--- config.mk ---
export PLATFORM = sky130hd
export DESIGN_NAME = dtree_seq_engine
export DESIGN_NICKNAME = d
export VERILOG_FILES = /design/src/rtl/dtree_seq_engine.sv
export SDC_FILE = /design/constraint.sdc
export NUM_CORES = 2
export LEC_CHECK = 0
export ABC_AREA = 1
export CORE_ASPECT_RATIO = 0.75
export CORE_MARGIN = 10
export CORE_UTILIZATION = 41
export DETAILED_ROUTE_END_ITERATION = 8
export PLACE_DENSITY = 0.55
export SLEW_MARGIN = 20
export SYNTH_ARGS = -nofsm -noshare
export SYNTH_HDL_FRONTEND = slang
export SYNTH_SLANG_ARGS = --single-unit
--- constraint.sdc ---
create_clock -name clk -period 81.9 [get_ports clk]
set_input_delay 24.57 -clock clk [delete_from_list [all_inputs] [get_ports clk]]
set_output_delay 24.57 -clock clk [all_outputs]
set_load 0.01 [all_outputs]
--- src/rtl/dtree_seq_engine.sv ---
// Table-driven decision-tree classifier that visits one node per clock.
// A leaf after d internal nodes gives out_valid d+2 cycles after accept; the result is held until out_ready, with in_ready low while busy.
module dtree_seq_engine #(
   parameter int NUM_FEAT  = 4,
   parameter int FEAT_W    = 8,
   parameter int CLASS_W   = 2,
   parameter int NODES     = 64,
   parameter int MAX_DEPTH = 15,
   localparam int ADDR_W = (NODES > 1) ? $clog2(NODES) : 1,
   localparam int FIDX_W = (NUM_FEAT > 1) ? $clog2(NUM_FEAT) : 1,
   localparam int DEP_W  = $clog2(MAX_DEPTH + 1),
   localparam int NODE_W = 1 + FIDX_W + FEAT_W + 2 * ADDR_W + CLASS_W
) (
   input  logic                       clk,
   input  logic                       rst,
   input  logic                       cfg_we,
   input  logic [ADDR_W-1:0]          cfg_addr,
   input  logic [NODE_W-1:0]          cfg_data,
   input  logic                       in_valid,
   output logic                       in_ready,
   input  logic [NUM_FEAT*FEAT_W-1:0] in_feat,
   output logic                       out_valid,
   input  logic                       out_ready,
   output logic [CLASS_W-1:0]         out_class,
   output logic [DEP_W-1:0]           out_depth,
   output logic                       out_err,
   output logic                       busy
);

   typedef struct packed {
      logic                leaf;
      logic [FIDX_W-1:0]   fidx;
      logic [FEAT_W-1:0]   thr;
      logic [ADDR_W-1:0]   left;
      logic [ADDR_W-1:0]   right;
      logic [CLASS_W-1:0]  cls;
   } node_t;

   typedef enum logic [1:0] {IDLE, WALK, DONE} state_t;

   // Cleared entries are class-0 leaves, so an empty table still answers.
   localparam logic [NODE_W-1:0] NODE_RST = {1'b1, {(NODE_W-1){1'b0}}};

   state_t                      state;
   node_t                       tbl [NODES];
   logic [NUM_FEAT*FEAT_W-1:0]  feat;
   logic [ADDR_W-1:0]           ptr;
   logic [DEP_W-1:0]            depth;

   node_t                       cur;
   logic                        ptr_ok;
   logic                        fidx_ok;
   logic                        depth_max;
   logic                        go_left;
   logic                        walk_err;
   logic                        cfg_addr_ok;
   logic [FEAT_W-1:0]           sel;

   assign in_ready = (state == IDLE) && !cfg_we;
   assign busy     = (state != IDLE);

   always_comb begin
      ptr_ok      = ({1'b0, ptr} < (ADDR_W+1)'(NODES));
      cfg_addr_ok = ({1'b0, cfg_addr} < (ADDR_W+1)'(NODES));
      cur         = ptr_ok ? tbl[ptr] : node_t'('0);
      fidx_ok     = ({1'b0, cur.fidx} < (FIDX_W+1)'(NUM_FEAT));
      depth_max   = (depth == DEP_W'(MAX_DEPTH));
      sel         = '0;
      for (int k = 0; k < NUM_FEAT; k++) begin
         if (cur.fidx == FIDX_W'(k)) sel = feat[k*FEAT_W +: FEAT_W];
      end
      // Unsigned, inclusive: a feature equal to the threshold goes left.
      go_left  = (sel <= cur.thr);
      walk_err = !ptr_ok || (!cur.leaf && (!fidx_ok || depth_max));
   end

   always_ff @(posedge clk or posedge rst) begin
      if (rst) begin
         state     <= IDLE;
         feat      <= '0;
         ptr       <= '0;
         depth     <= '0;
         out_valid <= 1'b0;
         out_class <= '0;
         out_depth <= '0;
         out_err   <= 1'b0;
         for (int i = 0; i < NODES; i++) tbl[i] <= node_t'(NODE_RST);
      end else begin
         case (state)
            IDLE: begin
               // A table write takes the cycle; a coincident vector waits.
               if (cfg_we) begin
                  if (cfg_addr_ok) tbl[cfg_addr] <= node_t'(cfg_data);
               end else if (in_valid) begin
                  feat  <= in_feat;
                  ptr   <= '0;
                  depth <= '0;
                  state <= WALK;
               end
            end
            WALK: begin
               if (walk_err) begin
                  out_class <= '0;
                  out_depth <= depth;
                  out_err   <= 1'b1;
                  out_valid <= 1'b1;
                  state     <= DONE;
               end else if (cur.leaf) begin
                  out_class <= cur.cls;
                  out_depth <= depth;
                  out_err   <= 1'b0;
                  out_valid <= 1'b1;
                  state     <= DONE;
               end else begin
                  ptr   <= go_left ? cur.left : cur.right;
                  depth <= depth + DEP_W'(1);
               end
            end
            DONE: begin
               if (out_ready) begin
                  out_valid <= 1'b0;
                  state     <= IDLE;
               end
            end
            default: state <= IDLE;
         endcase
      end
   end

endmodule

==> impl_metrics.json <==
{
  "grt_pass1_vias": 59641,
  "area_delta_synth_final_pct": 10.2,
  "layout-drive-gt1-share_pct": 6.97,
  "r2r_end": "ptr[4]$_DFFE_PP0P_",
  "yosys.area.top_type": "dfrtp_1",
  "start_kind": "primary input",
  "fin_crit_ps": 50260,
  "p_switching_mw": 0.915,
  "vias_per_cell": 5.60,
  "placement_rows": 135,
  "crit_required_ps": 57330,
  "finalWirelength_mm": 249,
  "crit_start": "cfg_we",
  "ys.flop_type": "dfrtp_1",
  "synth-seq-cells": 1652,
  "maxCapViolations": 0,
  "max_slew.worst_pin.slew_ps": 1220,
  "clkTransAtPathRegs_ps": 60,
  "grt_pass1_wl_mm": 383,
  "ant_nets": 0,
  "pwr-share-comb_pct": 27.9,
  "cts_resized": 0,
  "relSlewSlack_pct": 18.0,
  "fillers": 17596,
  "final_util_pct": 45.4,
  "drt-initial-drc-count": 7300,
  "critical_path_class": "primary input to output pin",
  "reg2reg_setup_slack_ps": 74470,
  "yosysMostFrequentCell": "nand2_1",
  "period_share_pct": 61.4,
  "antenna_found_initial": 3,
  "ys_top_cells_by_count": "nand2_1, o21ai_0, dfrtp_1",
  "die_w_um": 511,
  "synth_area_mm2": 0.0742,
  "grt_max_degree": 162,
  "status": "finished, final reports clean",
  "synth_async_sr_flop_share_pct": 100,
  "crit_path_max_fanout": 3,
  "endpoint": "in_ready",
  "dieHeight_um": 388,
  "setup_viol": 0,
  "ioPinCount": 78,
  "switching_share_pct": 36.2,
  "fin_nets": 8712,
  "dr.pass1.iters": 6,
  "yosysSeqAreaShare_pct": 55.8,
  "cp.arrival_ps": 25690,
  "synth_cell_types": 32,
  "power.density_mw_per_mm2": 30.9,
  "initial_core_util_pct": 41.2,
  "syn_nets": 9133,
  "cts_max_level": 4,
  "synth_edf_count": 0,
  "hold_buffers": 0,
  "skew_ps": 25.3,
  "slew_viol_final": 0,
  "p_int_mw": 1.61,
  "synth_top_area_share_pct": 53.5,
  "drcViolationCount": 0,
  "root_buffer": "clkbuf_16",
  "routedWlPerCell_um": 22.3,
  "ir_drop_mv": 0.0195,
  "synth_warnings": 0,
  "rsz0062_at_grt": "false",
  "syn_inst": 9056,
  "max_freq_mhz": 19.9,
  "r2r_start": "ptr[1]$_DFFE_PP0P_",
  "finalSetupTns_ps": 0,
  "worst_slack_ps": 31640,
  "coreArea_mm2": 0.180,
  "cts_buffers": 167,
  "hpwl_mm": 135,
  "crit_path_end_kind": "output pin",
  "cts_tree": "done",
  "clockBufferDepth": 3,
  "syn_avg_cell_area_um2": 8.20,
  "r2r_cells": 26,
  "final_hold_viol_count": 0,
  "clkPwrFrac_pct": 30.8,
  "seq_power_share_pct": 41.2,
  "leakage_nw": 36.4,
  "clock-sinks": 1652,
  "post_cts_buffers": 0,
  "io_buffer_count": 77,
  "grt_overflow_total": 0,
  "routabilityCongestion": 0.830,
  "grt_usage_pct": 24.6,
  "post-place-ws_ps": 31630,
  "routed-via-count": 62572,
  "dieArea_mm2": 0.199,
  "synth_area_leaders": "dfrtp_1, nand2_1, o21ai_0",
  "hold_class": "flop to flop",
  "clock_latency_ps": 820
}
## layer usage
layer | track usage [%] | share of wire, % | vias up
li1 | - | - | 29177
met1 | 35.7 | 46 | 30892
met2 | 37.8 | 44 | 2141
met3 | 3.98 | 6.9 | 362
met4 | 7.55 | 3.0 | 0
met5 | 0 | 0 | -
## per-stage QoR
stage	total power, mW	hold WS [ps]	cell area (um^2)	std cells
floorplan	1.50	448	74200	9056
global placement	1.74	461	76000	10858
detailed placement	1.75	465	76100	10858
CTS	2.54	475	81600	11167
global route	2.67	481	81800	11172
finish	2.53	474	81800	11175
## sequential cells by signal, summed over array words and instances (netlist names)
| signal | flops |
|---|---|
| feat | 32 |
| tbl | 1600 |
| depth | 4 |
| state | 2 |
| out_depth | 4 |
| out_valid | 1 |
| out_class | 2 |
| out_err | 1 |
| ptr | 6 |
## worst min path at each step
| stage | start | end | slack, ps | cells past startpoint |
|---|---|---|---|---|
| 6_report | tbl[524]$_DFFE_PP1P_ | tbl[524]$_DFFE_PP1P_ | 470 | 2 |
| 5_1_grt | tbl[799]$_DFFE_PP1P_ | tbl[799]$_DFFE_PP1P_ | 480 | 2 |
| 4_1_cts | tbl[1374]$_DFFE_PP1P_ | tbl[1374]$_DFFE_PP1P_ | 480 | 2 |
| 3_5_place_dp | out_depth[3]$_DFFE_PP0P_ | out_depth[3]$_DFFE_PP0P_ | 460 | 2 |
| 3_3_place_gp | tbl[1366]$_DFFE_PP0P_ | tbl[1366]$_DFFE_PP0P_ | 460 | 2 |
| 2_1_floorplan | tbl[1046]$_DFFE_PP0P_ | tbl[1046]$_DFFE_PP0P_ | 450 | 2 |
## placed cells by master, fill, tap and decap left out, types with 64 or more instances in the layout
cell type / count
buf_4: 145
clkbuf_16: 174
clkdlybuf4s50_1: 77
dfrtp_1: 1583
dfstp_2: 64
nand2_1: 2930
nand3_1: 1034
nor2_1: 302
o21ai_0: 1723
o21ai_1: 177
o22ai_1: 119
## critical path, stage by stage
cell             delay [ps]
clkdlybuf4s50_1         440
nor2_1                  130
clkdlybuf4s50_1         550
## logic make-up (layout without fill, tap and decap cells)
logic type / Yosys count / after routing / synth area share (%)
other cells: 0 / 3 / 0
compound gates: 2117 / 2117 / 14.7
xor+xnor: 1 / 1 / 0.0118
mux: 25 / 25 / 0.379
buf+inv: 897 / 616 / 4.92
fa+ha+maj: 9 / 9 / 0.152
simple gates: 4355 / 4355 / 24.0
flops: 1652 / 1652 / 55.8
## power groups by stage
stage	combinational (mW)	sequential, mW	clock (mW)
6_report	0.706	1.04	0.780
5_1_grt	0.784	1.06	0.829
2_1_floorplan	0.461	1.04	0
3_5_place_dp	0.700	1.05	0
4_1_cts	0.702	1.04	0.795
3_3_place_gp	0.692	1.05	0
## layout make-up
class	count	area [um^2]	share of cell area (%)
diodes	3	7.51	0.00918
clock buffers	275	5150	6.30
clock inverters	34	362	0.442
inverters	73	308	0.376
multi-input cells	6507	29400	36.0
flip-flops and latches	1652	41400	50.7
well taps	2397	3000	3.67
repair buffers	234	2070	2.53
Power figures use the tool's default switching activity.
